<file path="config.mk">
export PLATFORM = sky130hd
export DESIGN_NAME = interval_timer
export DESIGN_NICKNAME = d
export VERILOG_FILES = /design/src/rtl/interval_timer.sv
export SDC_FILE = /design/constraint.sdc
export NUM_CORES = 1
export LEC_CHECK = 0
export ABC_CLOCK_PERIOD_IN_PS = 1800
export BUFFER_PORTS_ARGS = -buffer_cell sky130_fd_sc_hd__buf_4
export CAP_MARGIN = 20
export CORE_MARGIN = 2
export CORE_UTILIZATION = 36
export CTS_CLUSTER_SIZE = 24
export DETAILED_ROUTE_END_ITERATION = 7
export RECOVER_POWER = 100
export SLEW_MARGIN = 20
export SYNTH_ARGS = -nofsm -noshare
export SYNTH_HDL_FRONTEND = slang
export SYNTH_SLANG_ARGS = --single-unit
</file>
<file path="constraint.sdc">
create_clock -name clk -period 1.8 [get_ports clk]
set_input_delay 0.36 -clock clk [delete_from_list [all_inputs] [get_ports clk]]
set_output_delay 0.36 -clock clk [all_outputs]
set_load 0.02 [all_outputs]
</file>
<file path="src/rtl/interval_timer.sv">
// Interval timer: counts `value` seconds of DIVIDER clk cycles each; start is always accepted (no backpressure).
// Latency: expired pulses value*DIVIDER cycles after the start edge, or one edge after start when value is 0.
module interval_timer #(
  parameter int DIVIDER = 10
) (
  input  logic       clk,
  input  logic       reset,
  input  logic [3:0] value,
  input  logic       start_timer,
  output logic       expired,
  output logic       busy,
  output logic [3:0] remaining
);

  localparam int PW = $clog2(DIVIDER);
  localparam logic [PW-1:0] PRESCALE_LAST = PW'(DIVIDER - 1);

  typedef enum logic [0:0] {IDLE, COUNT} state_t;

  state_t        state;
  logic [PW-1:0] prescaler;

  always_ff @(posedge clk or posedge reset) begin
    if (reset) begin
      state     <= IDLE;
      prescaler <= '0;
      remaining <= '0;
      busy      <= 1'b0;
      expired   <= 1'b0;
    end else begin
      expired <= 1'b0;
      if (start_timer) begin
        // A start always wins over a tick landing on the same edge.
        prescaler <= '0;
        if (value != 4'd0) begin
          remaining <= value;
          state     <= COUNT;
          busy      <= 1'b1;
        end else begin
          remaining <= 4'd0;
          state     <= IDLE;
          busy      <= 1'b0;
          expired   <= 1'b1;
        end
      end else if (state == COUNT) begin
        if (prescaler == PRESCALE_LAST) begin
          prescaler <= '0;
          if (remaining <= 4'd1) begin
            remaining <= 4'd0;
            state     <= IDLE;
            busy      <= 1'b0;
            expired   <= 1'b1;
          end else begin
            remaining <= remaining - 4'd1;
          end
        end else begin
          prescaler <= prescaler + PW'(1);
        end
      end
    end
  end

endmodule
</file>
==> impl_metrics.env, run 1 <==
export IMPL_vias_per_cell=5.09
export IMPL_drc=0
export IMPL_synth_top_area_frac=0.415
export IMPL_hold_violations=0
export IMPL_dr_pass1_iters=4
export IMPL_cts_sinks=11
export IMPL_met2_usage=0.219
export IMPL_fin_nets=92
export IMPL_post_route_min_period_ps=1400
export IMPL_layout_commonest_cell="dfrtp_1"
export IMPL_nFillCells=192
export IMPL_ys_seq_area_frac=0.415
export IMPL_ctsResizeCount=0
export IMPL_grt_pass1_wl_um=2280
export IMPL_num_vias=545
export IMPL_wire_per_inst_um=12.2
export IMPL_critPathRequiredTime_ps=1970
export IMPL_worstSetupEndpoint="busy$_DFFE_PP0P_"
export IMPL_cp_arrival_ps=1570
export IMPL_start_util=0.384
export IMPL_grt_util_met3=0.0731
export IMPL_min_period_over_period=0.777
export IMPL_syn_inst=69
export IMPL_cp_end_kind="flop"
export IMPL_syn_to_final_growth_pct=14.3
export IMPL_cts_buffer_depth=2
export IMPL_rrSetupSlack_ps=400
export IMPL_stdcell_count=107
export IMPL_overflow=0
export IMPL_grt_max_degree=20
export IMPL_worstSetupPathType="reg2reg"
export IMPL_cts_setup_buffers=0
export IMPL_track_usage=0.152
export IMPL_crit_start="remaining[0]$_DFFE_PP0P_"
export IMPL_die_area_sq_um=2200
export IMPL_row_count=15
export IMPL_first_iter_violations=7
export IMPL_layout_common_cells="11 x dfrtp_1, 6 x nand2_1, 6 x nor2_1, 6 x clkbuf_1"
export IMPL_hold_slack_ps=69.7
export IMPL_leakage_nw=0.322
export IMPL_r2r_cells=5
export IMPL_die_w_um=46.9
export IMPL_netlist_area_sq_um=663
export IMPL_boundaryPins=13
export IMPL_slew_violations=0
export IMPL_synthTopCellsByArea="dfrtp_1 42%, ha_1 3.8%, nand2_1 3.4%"
export IMPL_grtUsageMet1=0.206
export IMPL_outcome="complete, no violations"
export IMPL_worst_slew_pin_slew_ps=418
export IMPL_hold_buffers=0
export IMPL_synth_cell_types=32
export IMPL_slew_headroom=0.719
export IMPL_timing_rr_end="busy$_DFFE_PP0P_"
export IMPL_die_h_um=46.9
export IMPL_drv_cap=0
export IMPL_htree_levels=1
export IMPL_root_buffer="clkbuf_4"
export IMPL_finish_utilization=0.439
export IMPL_ant_nets=0
export IMPL_yosysTopAreaCell="dfrtp_1"
export IMPL_setup_viol=0
export IMPL_skew_ps=7.05
export IMPL_clkTransAtPathRegs_ps=70
export IMPL_cp_max_fo=5
export IMPL_tns_ps=0
export IMPL_diodes=0
export IMPL_cts_tree="yes"
export IMPL_hold_class="in2async"
export IMPL_grt_pass1_vias=518
export IMPL_powerDensity_nw_per_um2=733
export IMPL_clock_latency_ps=270
export IMPL_antenna_found_initial=0
export IMPL_gp_congestion=0.774
export IMPL_ys_warn_count=0
export IMPL_ys_seq_elements=11
export IMPL_startpoint_type="flop"
export IMPL_vdd_drop_max_uv=398
export IMPL_core_region_area_sq_um=1730
export IMPL_dp_hpwl_um=985
export IMPL_syn_nets=78
export IMPL_max_freq_ghz=0.715
export IMPL_drive_gt1_frac=0.134
export IMPL_portBuffers=12
export IMPL_grt_busiest_layer="met2"
export IMPL_wirelength_um=1310
export IMPL_reg2reg_from="remaining[0]$_DFFE_PP0P_"
export IMPL_postSynthAreaPerCell_sq_um=9.61
export IMPL_numCtsBuffers=3
export IMPL_rsz0062_at_grt="no"
export IMPL_dp_cells=103
routing by layer:
metal / vias up / wire length [um]
li1: 275 / -
met2: 18 / 550
met4: 0 / 12
met5: - / 0
met1: 248 / 657
met3: 4 / 87
cell type report:
class | instances | area, sq um | area share
clock buffer | 3 | 22.5 | 0.0297
clock inverter | 1 | 5.00 | 0.00660
inverter | 5 | 18.8 | 0.0248
multi-input combinational | 50 | 338 | 0.446
sequential | 11 | 275 | 0.363
tap | 25 | 31.3 | 0.0413
timing repair buffer | 12 | 67.6 | 0.0891
how the worst min path moves through the flow:
stage | startpoint | to | cells past startpoint
final | reset | prescaler[3]$_DFFE_PP0P_ | 2
after CTS | reset | prescaler[3]$_DFFE_PP0P_ | 2
after global placement | reset | prescaler[2]$_DFFE_PP0P_ | 2
after floorplan | reset | busy$_DFFE_PP0P_ | 1
after detailed placement | reset | prescaler[3]$_DFFE_PP0P_ | 2
after global routing | reset | prescaler[3]$_DFFE_PP0P_ | 2
power by group:
group	internal, mW	switching [mW]
Sequential	0.263	0.0223
Clock	0.0824	0.0862
Combinational	0.0421	0.0602
Yosys cell counts:
| library cell | instances |
|---|---|
| a221oi_2 | 1 |
| nor4_1 | 2 |
| nor3b_4 | 1 |
| o211ai_1 | 1 |
| a21oi_1 | 2 |
| a31o_1 | 1 |
| o311ai_2 | 1 |
| nand4_1 | 1 |
| nor4bb_1 | 1 |
| nor3_1 | 1 |
| ha_1 | 2 |
| xnor2_1 | 1 |
| xor2_1 | 1 |
| or3_1 | 1 |
| nand2b_1 | 1 |
| o221a_1 | 1 |
| or2_1 | 1 |
| o2111ai_1 | 1 |
| o21ai_0 | 3 |
| nand4bb_1 | 1 |
| nor2b_1 | 3 |
| a311o_1 | 2 |
| nand2_1 | 6 |
| nor2_1 | 6 |
| buf_4 | 1 |
| dfrtp_1 | 11 |
| a21boi_0 | 1 |
| and2_1 | 2 |
| inv_1 | 5 |
| nand3_1 | 4 |
| and4b_1 | 1 |
| buf_2 | 2 |
kinds of logic (layout without fill, tap and decap cells):
group,after synthesis,in the layout,share of synthesized area
compound gates,14,14,0.181
xor+xnor,2,2,0.0264
fa+ha+maj,2,2,0.0377
buf+inv,8,21,0.0547
flops,11,11,0.415
simple gates,32,32,0.285
through the flow:
stage	worst slack (ps)	area (sq um)	power, mW
finish	401	758	0.556
global route	248	758	0.599
CTS	388	795	0.574
detailed placement	386	767	0.405
global placement	426	767	0.404
floorplan	403	663	0.366
worst max-delay path: stages, from the launching register on:
cell	delay, ps
dfrtp_1	420
inv_1	90
ha_1	200
nor2_1	80
nand4bb_1	230
o221a_1	260
flip-flops by register name (all words and copies together), names as in the netlist:
name	count
busy	1
state	1
remaining	4
expired	1
prescaler	4
(Power assumes the default switching activity.)
==> run 2, diff against run 1 <==
--- a/config.mk
+++ b/config.mk
@@ -5,7 +5,7 @@
 export SDC_FILE = /design/constraint.sdc
 export NUM_CORES = 1
 export LEC_CHECK = 0
-export ABC_CLOCK_PERIOD_IN_PS = 1800
+export ABC_CLOCK_PERIOD_IN_PS = 1200
 export BUFFER_PORTS_ARGS = -buffer_cell sky130_fd_sc_hd__buf_4
 export CAP_MARGIN = 20
 export CORE_MARGIN = 2
==> constraint.sdc (replaced) <==
create_clock -name clk -period 1.2 [get_ports clk]
set_input_delay 0.24 -clock clk [delete_from_list [all_inputs] [get_ports clk]]
set_output_delay 0.24 -clock clk [all_outputs]
set_load 0.02 [all_outputs]
==> impl_metrics.env, run 2 (synthesis gave the netlist of run 1 again) <==
export IMPL_outcome="complete, but fails checks"
export IMPL_violations="setup timing"
export IMPL_drive_gt1_frac=0.449
export IMPL_vias_per_cell=5.11
export IMPL_num_vias=629
export IMPL_clkTransAtPathRegs_ps=80
export IMPL_first_iter_violations=21
export IMPL_pre_cts_ws_ps=-148
export IMPL_numCtsBuffers=3
export IMPL_wirelength_um=1610
export IMPL_cts_tree="yes"
export IMPL_rsz0062_at_grt="yes"
export IMPL_grt_pass1_wl_um=2660
export IMPL_slew_violations=0
export IMPL_worst_slew_pin_slew_ps=437
export IMPL_leakage_nw=0.428
export IMPL_antenna_found_initial=0
export IMPL_fin_nets=108
export IMPL_start_util=0.384
export IMPL_drc=0
export IMPL_cp_arrival_ps=1440
export IMPL_wire_per_inst_um=13.1
export IMPL_grt_pass1_vias=591
export IMPL_row_count=15
export IMPL_crit_buf_inv=1
export IMPL_cp_end_kind="flop"
export IMPL_critical_path_slowest_cell="dfrtp_2"
export IMPL_die_area_sq_um=2200
export IMPL_layout_commonest_cell="buf_4"
export IMPL_overflow=0
export IMPL_layout_common_cells="17 x buf_4, 9 x dfrtp_1, 6 x nand2_1"
export IMPL_gp_congestion=0.829
export IMPL_die_w_um=46.9
export IMPL_reg_top3="prescaler: 4 flops, remaining: 4 flops"
export IMPL_clock_latency_ps=260
export IMPL_total_power_mw=0.959
export IMPL_track_usage=0.170
export IMPL_cts_buffer_depth=2
export IMPL_crit_family="flip-flops"
export IMPL_setup_viol=7
export IMPL_critPathMaxStageDelay_ps=450
export IMPL_startpoint_type="flop"
export IMPL_dp_hpwl_um=1190
export IMPL_portBuffers=12
export IMPL_drv_cap=0
export IMPL_hold_violations=0
export IMPL_dr_pass1_iters=4
export IMPL_syn_to_final_growth_pct=48.9
export IMPL_post_route_min_period_ps=1290
export IMPL_core_region_area_sq_um=1730
export IMPL_critPathRequiredTime_ps=1350
export IMPL_htree_levels=1
export IMPL_root_buffer="clkbuf_4"
export IMPL_vdd_drop_max_uv=513
export IMPL_skew_ps=3.27
export IMPL_diodes=0
export IMPL_die_h_um=46.9
export IMPL_finalWorstSetupSlack_ps=-86.9
export IMPL_cp_max_fo=4
export IMPL_cts_sinks=11
export IMPL_powerDensity_nw_per_um2=972
export IMPL_grt_max_degree=14
export IMPL_worstSetupPathType="reg2reg"
export IMPL_slew_headroom=0.708
export IMPL_max_freq_ghz=0.777
export IMPL_ant_nets=0
export IMPL_min_period_over_period=1.07
export IMPL_hold_class="in2reg"
export IMPL_boundaryPins=13
export IMPL_cp_cell_sequence="buf_4 > nor4_2 > a311o_1 > nand3_1"
run 2: power by group:
group / internal (mW) / switching, mW
clock: 0.128 / 0.128
combinational: 0.146 / 0.134
sequential: 0.395 / 0.0271
total: 0.670 / 0.290
run 2: final timing paths:
check / startpoint / cells after the start / slack [ps] / end
max: remaining[0]$_DFFE_PP0P_ / 4 / -90 / remaining[3]$_DFFE_PP0P_
min: value[3] / 3 / 190 / remaining[3]$_DFFE_PP0P_
max reg2reg: remaining[0]$_DFFE_PP0P_ / 4 / -90 / remaining[3]$_DFFE_PP0P_
min reg2reg: busy$_DFFE_PP0P_ / 1 / 580 / busy$_DFFE_PP0P_
max in group asynchronous: reset / 3 / 350 / remaining[1]$_DFFE_PP0P_
min in group asynchronous: reset / 3 / 530 / prescaler[0]$_DFFE_PP0P_
run 2: per-layer routing:
| layer | vias up | GRT usage | wire length [um] |
|---|---|---|---|
| li1 | 314 | - | - |
| met5 | - | 0 | 0 |
| met4 | 0 | 0.0500 | 21 |
| met1 | 301 | 0.248 | 764 |
| met3 | 4 | 0.0231 | 39 |
| met2 | 10 | 0.263 | 782 |
run 2: tightest hold or removal path, cell delays in order:
cell and delay (ps):
buf_4 80, nand2_1 40, nand3_1 50
run 2: area by class of cell:
class                   count  area, sq um
repair buffers             28          214
fillers                   164          739
inverters                   5         21.3
well taps                  25         31.3
clock buffers               4         26.3
flip-flops and latches     11          278
multi-input cells          50          417
run 2: metrics by stage:
stage          TNS, ps  cells  utilization  cell area, sq um  hold WS (ps)
5_1_grt           -809    123        0.572               987           190
3_5_place_dp      -591    113        0.507               875           275
4_1_cts           -511    120        0.553               955           190
2_1_floorplan     -211     69            -               696          92.3
3_3_place_gp      -451    113        0.507               875           274
6_report          -434    123        0.572               987           189
run 2: timing repair:
action | 4_1_cts | 5_1_grt
resized for setup | 4 | 6
hold buffers | 1 | 0
endpoints found under the hold margin | 11 | 0
setup buffers | 2 | 3
setup endpoints to repair | 8 | 10
pin swaps | 8 | 5
